File: config.mk
export PLATFORM = sky130hd
export DESIGN_NAME = uart_wb_tracer
export DESIGN_NICKNAME = d
export VERILOG_FILES = /design/src/rtl/uart_wb_tracer.sv
export SDC_FILE = /design/constraint.sdc
export NUM_CORES = 1
export LEC_CHECK = 0
export ABC_AREA = 1
export CAP_MARGIN = 20
export CORE_MARGIN = 3
export CORE_UTILIZATION = 65
export CTS_CLUSTER_SIZE = 40
export DETAILED_ROUTE_END_ITERATION = 8
export PLACE_DENSITY = 0.94
export REMOVE_ABC_BUFFERS = 1
export SYNTH_ARGS = -nofsm -noshare
export SYNTH_HDL_FRONTEND = slang
export SYNTH_SLANG_ARGS = --single-unit
File: constraint.sdc
create_clock -name clk -period 4 [get_ports clk]
set_input_delay 0.8 -clock clk [delete_from_list [all_inputs] [get_ports clk]]
set_output_delay 0.8 -clock clk [all_outputs]
set_load 0.05 [all_outputs]
File: src/rtl/uart_wb_tracer.sv
// Write-back trace tap: buffers register write-back events in a FIFO and
// streams each one out as a 3-byte 8N1 UART frame ({A,dest}, data hi, data lo).
module uart_wb_tracer #(
  parameter int CLKS_PER_BIT = 16,
  parameter int FIFO_DEPTH   = 8,
  parameter int PTR_W        = 3
) (
  input  logic        clk,
  input  logic        reset,
  input  logic        wb_valid,
  input  logic [3:0]  wb_dest,
  input  logic [15:0] wb_data,
  input  logic        clr_overflow,
  output logic        tx,
  output logic        busy,
  output logic        fifo_full,
  output logic        overflow,
  output logic [15:0] frame_count
);

  localparam int CNT_W = (CLKS_PER_BIT > 1) ? $clog2(CLKS_PER_BIT) : 1;
  localparam logic [CNT_W-1:0] CNT_MAX = CNT_W'(CLKS_PER_BIT - 1);
  localparam logic [PTR_W:0]   DEPTH   = (PTR_W + 1)'(FIFO_DEPTH);

  localparam logic [2:0] S_IDLE  = 3'd0;
  localparam logic [2:0] S_LOAD  = 3'd1;
  localparam logic [2:0] S_START = 3'd2;
  localparam logic [2:0] S_DATA  = 3'd3;
  localparam logic [2:0] S_STOP  = 3'd4;

  typedef struct packed {
    logic [3:0]  dest;
    logic [15:0] data;
  } trace_ent_t;

  trace_ent_t [FIFO_DEPTH-1:0] mem_q;

  logic [PTR_W-1:0] wr_ptr_q, wr_ptr_d;
  logic [PTR_W-1:0] rd_ptr_q, rd_ptr_d;
  logic [PTR_W:0]   cnt_q, cnt_d;
  logic [2:0]       state_q, state_d;
  logic [CNT_W-1:0] bitcnt_q, bitcnt_d;
  logic [2:0]       bit_idx_q, bit_idx_d;
  logic [1:0]       byte_idx_q, byte_idx_d;
  trace_ent_t       ent_q, ent_d;
  logic             ovf_q, ovf_d;
  logic [15:0]      fcnt_q, fcnt_d;

  logic       full, push, drop, pop, tick;
  logic [7:0] cur_byte;

  // Space is judged on the registered count only, so a same-edge pop never
  // lets a push into a full FIFO.
  assign full = (cnt_q == DEPTH);
  assign push = wb_valid && !full;
  assign drop = wb_valid && full;
  assign tick = (bitcnt_q == CNT_MAX);

  always_comb begin
    wr_ptr_d = wr_ptr_q + PTR_W'(push);
    rd_ptr_d = rd_ptr_q + PTR_W'(pop);
    case ({push, pop})
      2'b10:   cnt_d = cnt_q + (PTR_W + 1)'(1);
      2'b01:   cnt_d = cnt_q - (PTR_W + 1)'(1);
      default: cnt_d = cnt_q;
    endcase
  end

  always_comb begin
    ovf_d = ovf_q;
    if (drop)              ovf_d = 1'b1;
    else if (clr_overflow) ovf_d = 1'b0;
  end

  always_comb begin
    state_d    = state_q;
    bitcnt_d   = bitcnt_q;
    bit_idx_d  = bit_idx_q;
    byte_idx_d = byte_idx_q;
    ent_d      = ent_q;
    fcnt_d     = fcnt_q;
    pop        = 1'b0;
    case (state_q)
      S_IDLE: begin
        bitcnt_d = '0;
        if (cnt_q != '0) state_d = S_LOAD;
      end
      S_LOAD: begin
        ent_d      = mem_q[rd_ptr_q];
        pop        = 1'b1;
        byte_idx_d = 2'd0;
        bitcnt_d   = '0;
        state_d    = S_START;
      end
      S_START: begin
        if (tick) begin
          bitcnt_d  = '0;
          bit_idx_d = 3'd0;
          state_d   = S_DATA;
        end else begin
          bitcnt_d = bitcnt_q + CNT_W'(1);
        end
      end
      S_DATA: begin
        if (tick) begin
          bitcnt_d = '0;
          if (bit_idx_q == 3'd7) state_d = S_STOP;
          else                   bit_idx_d = bit_idx_q + 3'd1;
        end else begin
          bitcnt_d = bitcnt_q + CNT_W'(1);
        end
      end
      S_STOP: begin
        if (tick) begin
          bitcnt_d = '0;
          // Bytes of one frame run back to back; only the frame end returns to IDLE.
          if (byte_idx_q < 2'd2) begin
            byte_idx_d = byte_idx_q + 2'd1;
            state_d    = S_START;
          end else begin
            fcnt_d  = fcnt_q + 16'd1;
            state_d = S_IDLE;
          end
        end else begin
          bitcnt_d = bitcnt_q + CNT_W'(1);
        end
      end
      default: state_d = S_IDLE;
    endcase
  end

  always_comb begin
    case (byte_idx_q)
      2'd0:    cur_byte = {4'hA, ent_q.dest};
      2'd1:    cur_byte = ent_q.data[15:8];
      default: cur_byte = ent_q.data[7:0];
    endcase
  end

  always_comb begin
    case (state_q)
      S_START: tx = 1'b0;
      S_DATA:  tx = cur_byte[bit_idx_q];
      default: tx = 1'b1;
    endcase
  end

  always_ff @(posedge clk) begin
    if (!reset) begin
      wr_ptr_q   <= '0;
      rd_ptr_q   <= '0;
      cnt_q      <= '0;
      state_q    <= S_IDLE;
      bitcnt_q   <= '0;
      bit_idx_q  <= '0;
      byte_idx_q <= '0;
      ent_q      <= '0;
      ovf_q      <= 1'b0;
      fcnt_q     <= '0;
    end else begin
      wr_ptr_q   <= wr_ptr_d;
      rd_ptr_q   <= rd_ptr_d;
      cnt_q      <= cnt_d;
      state_q    <= state_d;
      bitcnt_q   <= bitcnt_d;
      bit_idx_q  <= bit_idx_d;
      byte_idx_q <= byte_idx_d;
      ent_q      <= ent_d;
      ovf_q      <= ovf_d;
      fcnt_q     <= fcnt_d;
    end
  end

  // Storage needs no reset: the pointers and count define what is valid.
  always_ff @(posedge clk) begin
    if (reset && push) mem_q[wr_ptr_q] <= '{dest: wb_dest, data: wb_data};
  end

  assign busy        = (cnt_q != '0) || (state_q != S_IDLE);
  assign fifo_full   = full;
  assign overflow    = ovf_q;
  assign frame_count = fcnt_q;

endmodule

==> results_dict.tcl <==
set metrics [dict create \
    worstPathMaxFanout 10 \
    layout_commonest_cell "nor2_1" \
    vdd_drop_max_mv 0.425 \
    synthArstFlopShare_pct 0 \
    final.min_clock_period_ps 3760 \
    ioPinCount 44 \
    cap_violations 0 \
    finalWeightedCongestion 0.814 \
    numPortBuffers 43 \
    grt_setup_unrepaired "false" \
    relSlewSlack_pct 40.8 \
    detail_route.vias_per_cell 6.00 \
    synthesis.area_um2 9200 \
    period_share_pct 94.0 \
    max_freq_ghz 0.266 \
    syn_inst 918 \
    syn_to_final_growth_pct 14.4 \
    seq_area_frac_synth_pct 65.0 \
    synth_ff_type "edfxtp_1" \
    drt-total-wl_um 21500 \
    ant_nets 0 \
    p_leak_nw 3.79 \
    synth_cell_type_count 31 \
    layout-drive-gt1-share_pct 7.90 \
    postCtsHoldBufs 0 \
    synth_top_area_share_pct 52.2 \
    num_vias 6911 \
    yosys.area.top_type "edfxtp_1" \
    final_cell_mix "199 x nor2_1, 160 x edfxtp_1, 118 x nand2_1" \
    clk_latency_ps 510 \
    clk_pin_slew_ps 60 \
    numCtsBuffers 22 \
    finalSetupViolCount 0 \
    postCtsSetupRepairBufs 0 \
    hpwlAfterDp_um 12300 \
    die_h_um 125 \
    fin_cells 1151 \
    diodes 0 \
    ys_seq_elements 219 \
    synth_top_family_by_area "simple AND/OR/NAND/NOR gates" \
    drc_errors 0 \
    grt_overflow 0 \
    netlist_top_cells_area "edfxtp_1 52%, dfxtp_1 13%, nor2_1 8.4%" \
    worst-endpoint-arrival_ps 2960 \
    reg2reg_slack_ps 1470 \
    wire_per_inst_um 18.6 \
    cts_resized 0 \
    grt_first_pass_wirelength_um 34700 \
    maxSlewViolCount 0 \
    clockRootBuffer "clkbuf_16" \
    hold_class "flop to flop" \
    rows 42 \
    first_pass_iters 5 \
    syn_avg_cell_area_um2 10.0 \
    synth_xor_xnor_area_share_pct 0.761 \
    start_util_pct 67.9 \
    yosysWarnings 0 \
    finalHoldViolCount 0 \
    synth_mux_area_share_pct 0 \
    grt_max_degree 82 \
    nets 997 \
    crit_required_ps 3200 \
    grt_pass1_vias 6973 \
    design.die.area_um2 15600 \
    drt_iter0_markers 683 \
    cts_tree "done" \
    status "finished, final reports clean" \
    worst_slew_pin_slew_ps 887 \
    dp_cells 1111 \
    core_area_um2 13600 \
    track_usage_pct 27.4 \
    die_width_um 125 \
    synthSimpleGateAreaFrac_pct 20.4 \
    synth-compound-area-share_pct 7.76 \
    htree_levels 1 \
    p_per_area_nw_per_um2 583 \
    crit_type "flop to output port" \
    end_kind "output port" \
    finalClockSkew_ps 15.3 \
    totalNegativeSetupSlack_ps 0 \
    synth_fa_ha_area_share_pct 1.77 \
    antenna_found_initial 0 \
    synth-edff-count 160 \
    critPathLaunchType "flop" \
    clock_path_buffers 3 \
    cts.sinks 219 \
]
-- final cells by class --
| class | count | area [um^2] |
|---|---|---|
| clock buffer | 26 | 569 |
| multi-input combinational | 604 | 2850 |
| tap | 176 | 220 |
| clock inverter | 13 | 123 |
| sequential | 219 | 5990 |
| inverter | 53 | 199 |
| timing repair buffer | 60 | 583 |
| fill | 803 | 3030 |
-- power by group --
group / switching [W] / internal [W]
combinational: 0.00106 / 0.000461
clock: 0.000849 / 0.00109
sequential: 0.0000936 / 0.00258
total: 0.00200 / 0.00414
-- per-stage QoR --
step / utilization [%] / power (W) / area, um^2 / worst slack [ps] / hold slack (ps)
3_5_place_dp: 72.4 / 0.00416 / 9820 / 800 / 458
3_3_place_gp: 72.4 / 0.00408 / 9820 / 866 / 456
6_report: 77.7 / 0.00614 / 10500 / 241 / 468
2_1_floorplan: - / 0.00368 / 9010 / 905 / 445
5_1_grt: 77.7 / 0.00643 / 10500 / 57.9 / 489
4_1_cts: 77.5 / 0.00611 / 10500 / 260 / 466
-- state kept, by name, summed over array words and instances (netlist names) --
name         count
state_q          3
frame_count     16
rd_ptr_q         3
bit_idx_q        3
bitcnt_q         4
overflow         1
ent_q           20
byte_idx_q       2
cnt_q            4
wr_ptr_q         3
mem_q          160
-- cell usage after synthesis, drive strengths merged (5+ instances only) --
cell type,count
dfxtp,59
edfxtp,160
inv,52
buf,21
nand3,97
nand2,121
a21oi,46
nor2,213
nand4,7
ha,13
o21ai,93
xnor2,5
clkbuf,21
-- cells by family (layout without fill, tap and decap cells) --
group                      Yosys count  count (layout)
AOI/OAI and AO/OA                  141             141
xor gates and xnor gates             8               8
buffers and inverters               95             152
DFF                                219             219
adders and majority gates           13              13
and+or+nand+nor                    442             442
-- per-layer routing --
metal  global-route usage, %  vias to the layer above  routed length [um]  share of wire (%)
li1                        -                     3202                   -                  -
met1                    35.6                     3227                8130                 38
met2                    46.0                      400               10600                 49
met3                    4.48                       82                1960                9.1
met4                    11.6                        0                 774                3.6
met5                       0                        -                   0                  0
-- worst max-delay path, cell delays in order (launching register included) --
cell	delay [ps]
dfxtp_1	350
inv_1	110
ha_1	320
nor2_1	330
nand2_1	130
nand2_1	100
nand3_1	70
nand3_1	80
nand3_1	90
nand2_1	70
clkdlybuf4s50_1	790
-- final timing paths --
| check | startpoint | cells after the start | end |
|---|---|---|---|
| max | byte_idx_q[1] | 10 | tx |
| min reg2reg | overflow | 2 | overflow |
| min | overflow | 2 | overflow |
| max reg2reg | state_q[1] | 14 | cnt_q[2] |
Power figures use the tool's default switching activity.
==> variant 1: new RTL, same flow settings <==
One comparison of `cnt_q` changes from == to >=.
--- a/src/rtl/uart_wb_tracer.sv
+++ b/src/rtl/uart_wb_tracer.sv
@@ -51,7 +51,7 @@
 
   // Space is judged on the registered count only, so a same-edge pop never
   // lets a push into a full FIFO.
-  assign full = (cnt_q == DEPTH);
+  assign full = (cnt_q >= DEPTH);
   assign push = wb_valid && !full;
   assign drop = wb_valid && full;
   assign tick = (bitcnt_q == CNT_MAX);
Check against the original RTL: no difference found for any inputs over 10 cycles, from zero or initial values and one cycle with reset low; that may be too few to reach the edited logic, so the function may still have changed.
==> variant 1 against the original RTL <==
Synthesized area up 1.1%. Combinational power down 4%. Clock power up 4%. Critical path type unchanged. Power up 0.49%. Largest power group unchanged. Non-clock buffer count down 2. Wire length down 3.9%. Sequential cell count unchanged. Design area up 1.0%. Worst setup slack better by 0.021 ns.
==> variant 1: results (changes against the original RTL) <==
Logic synthesis:
- By area the synthesized netlist is led by sky130_fd_sc_hd__edfxtp_1 (52%), sky130_fd_sc_hd__dfxtp_1 (13%), sky130_fd_sc_hd__nor2_1 (8.1%), sky130_fd_sc_hd__nand2_1 (4.7%), sky130_fd_sc_hd__nand3_1 (4.6%).
- The fraction of the mapped netlist area in compound gates came to 8.27% (+0.50 points).
- The portion of the post-synthesis area used by sequential elements is 64.3% (-0.73 points).
- The average footprint of a synthesized cell is 10.2 um2 (+1.3%).
- The area share of xor/xnor cells in the synthesized design is 0.376% (-0.38 points).
- The count of cell types in the netlist is 38 (+23%).
- Sorting the synthesized cells by how often they occur yields sky130_fd_sc_hd__nor2_1 (200), sky130_fd_sc_hd__edfxtp_1 (160), sky130_fd_sc_hd__nand2_1 (116), sky130_fd_sc_hd__nand3_1 (85), sky130_fd_sc_hd__o21ai_0 (76).

Route:
- The average via count per standard cell is 5.96 (-0.81%).
- The starting DRC count in detailed routing is 694 (+1.6%).
- The final wirelength came to 20.6 mm (-3.9%).
- The number of detailed-route iterations in the first pass is 6 (+1).

Pwr:
- The internal power of the cells is 0.00425 W (+2.8%).
- The switching part of the total came to 31.1% (-1.5 points).
- The proportion of power drawn by combinational gates is 23.7% (-1.1 points).

Global route:
- The via count of the first global-routing pass is 6632 (-4.9%).
- The total global-route track usage is 25.5% (-1.8 points).
- The global-route wire length before repair is 32.4 mm (-6.7%).

Final layout:
- The area occupied by multi-input gates was 0.00293 mm2 (+2.8%).
- The multi-input combinational cell count came to 601 (-0.50%).
- The number of clock buffers in the layout is 33 (+27%).
- The count of filler cells inserted in the layout is 801 (-0.25%).
- The buffer count excluding the clock tree in the final layout is 58 (-3.3%).
- The final non-filler cell area is 0.0106 mm2 (+1.0%).
- The number of cells in the finished layout apart from fillers is 1152 (+0.087%).
- The clock tree cell share of total cell area was 6.85% (+0.28 points).
- The net count reported at finish came to 993 (-0.40%).

Placed design:
- The routability congestion estimate from global placement is 0.850 (+4.3%).
- The post-place setup slack was 0.819 ns (+0.0187 ns).
- The placement-stage cell area came to 0.00989 mm2 (+0.70%).

STA:
- The clock skew is 0.00636 ns (-0.00895 ns).
- The worst relative slew slack is 40.2% (-0.65 points).

Outcome:
- The run finished with clean final reports.
## variant 1: cell types whose count changed after synthesis, sizes merged, moves of 2 or more
cell   unedited run  this run
nand3            97        90
nor2            213       206
a21oi            46        51
nor3              4         8
and3              0         3
xor2              3         0
inv              52        54
## variant 1: layer usage
| metal | GRT usage [%] | up-vias | share of wire [%] |
|---|---|---|---|
| met4 | 12.0 | 0 | 3.7 |
| li1 | - | 3207 | - |
| met2 | 43.6 | 398 | 50 |
| met3 | 4.37 | 72 | 9.8 |
| met5 | 0 | - | 0 |
| met1 | 32.0 | 3184 | 37 |
## variant 1: worst paths after layout
check | from | endpoint | slack [ns] | cells past startpoint
worst min-delay path | overflow | overflow | 0.46 | 2
worst max register to register | state_q[0] | cnt_q[2] | 1.24 | 11
worst min register to register | overflow | overflow | 0.46 | 2
worst max-delay path | byte_idx_q[1] | tx | 0.26 | 10
==> variant 2: new RTL, same settings <==
Made on the original files. The parameter `FIFO_DEPTH` goes from 8 to 16.
--- a/src/rtl/uart_wb_tracer.sv
+++ b/src/rtl/uart_wb_tracer.sv
@@ -2,7 +2,7 @@
 // streams each one out as a 3-byte 8N1 UART frame ({A,dest}, data hi, data lo).
 module uart_wb_tracer #(
   parameter int CLKS_PER_BIT = 16,
-  parameter int FIFO_DEPTH   = 8,
+  parameter int FIFO_DEPTH   = 16,
   parameter int PTR_W        = 3
 ) (
   input  logic        clk,
Behaviour: not the same (a bounded check fails within 4 cycles, from zero or initial values and one cycle with reset low).
==> variant 2 against the original RTL <==
Synthesized cell count shrank 2.2%. Non-clock buffer count decreased by 1. Design area grew 0.90%. Worst setup slack better by 0.29 ns. Largest cell class unchanged. Sequential cell count did not move. Register-to-register slack improved by 0.05 ns. Critical path depth up 2. Hold slack better by 0.0011 ns. Synthesized area down 0.16%. Wire length up 0.48%. Global-route usage down 0.54 points. Cell count shrank 1.7%. Power increased by 5.3%.
==> variant 2: results (changes against the original RTL) <==
Logic synthesis:
- The count of cell types in the netlist was 36 (+16%).
- The synthesized instance count is 898 (-2.2%).
- The area share of xor/xnor cells in the synthesized design is 0.763% (+0.0012 points).
- The portion of the post-synthesis area used by sequential elements is 65.1% (+0.11 points).
- The area share of fa/ha/maj cells after synthesis is 1.63% (-0.13 points).
- By area the synthesized netlist is led by sky130_fd_sc_hd__edfxtp_1 (52%), sky130_fd_sc_hd__dfxtp_1 (13%), sky130_fd_sc_hd__nor2_1 (7.6%), sky130_fd_sc_hd__o21ai_0 (4.9%), sky130_fd_sc_hd__nand2_1 (4.6%).

Pwr:
- The static leakage is 3.77 nW (-0.44%).
- The maximum resistive drop on vdd is 0.000441 V (+3.9%).

Global route:
- The routing usage on met3 came to 5.53% (+1.1 points).
- The global-route wire length before repair came to 33.8 mm (-2.5%).
- The largest net degree at the start of global routing came to 81 (-1.2%).
- The fraction of met2 tracks used by global routing is 45.7% (-0.32 points).
- The initial antenna violation count came to 1 (+1).

Final layout:
- The number of cells in the finished layout apart from fillers was 1132 (-1.7%).

Route:
- The met1 layer wirelength in the final routing is 7.93 mm (-2.4%).
- The met2 wirelength from detailed routing came to 10.9 mm (+3.0%).
- The final wirelength is 21.6 mm (+0.48%).
- The number of vias in the routed layout is 6916 (+0.072%).
- The starting DRC count in detailed routing is 879 (+29%).

Worst setup path:
- The biggest cell delay along the critical path came to 0.41 ns (-0.38 ns).

STA:
- The clock skew came to 0.0194 ns (+0.00409 ns).
- The transition at the pin with the smallest max-transition slack was 0.869 ns (-0.0178 ns).
- The worst path setup slack after routing is 0.531 ns (+0.290 ns).

Placed design:
- The post-place setup slack is 0.724 ns (-0.0761 ns).
- The routability congestion estimate from global placement was 0.906 (+11%).
- The placement-stage cell area was 0.00980 mm2 (-0.17%).

Outcome:
- The run finished with clean final reports.
[variant 2: cell type report]
class / count / area, um2 / share of cell area [%]
Antenna cell: 1 / 2.50 / 0.0236
Inverter: 55 / 208 / 1.95
Tap cell: 176 / 220 / 2.07
Clock buffer: 25 / 572 / 5.38
Clock inverter: 15 / 226 / 2.13
Timing Repair Buffer: 59 / 578 / 5.44
Sequential cell: 219 / 5990 / 56.4
Multi-Input combinational cell: 582 / 2830 / 26.6
[variant 2: where the power goes]
group,leakage [nW],internal [W],switching (W)
logic,1.46,0.000450,0.00104
clock network,0.383,0.00136,0.000856
registers,1.92,0.00260,0.000155
[variant 2: path summary, 6_finish.rpt]
kind / startpoint / endpoint / cells past startpoint
hold reg to reg: overflow / overflow / 2
setup reg to reg: state_q[1] / cnt_q[1] / 11
hold / removal: overflow / overflow / 2
setup / recovery: byte_idx_q[1] / tx / 12
[variant 2: repair_timing]
action / 4_1_cts / 5_1_grt
resized for setup: 0 / 1
hold buffers: 0 / 0
setup endpoints to repair: 0 / 1
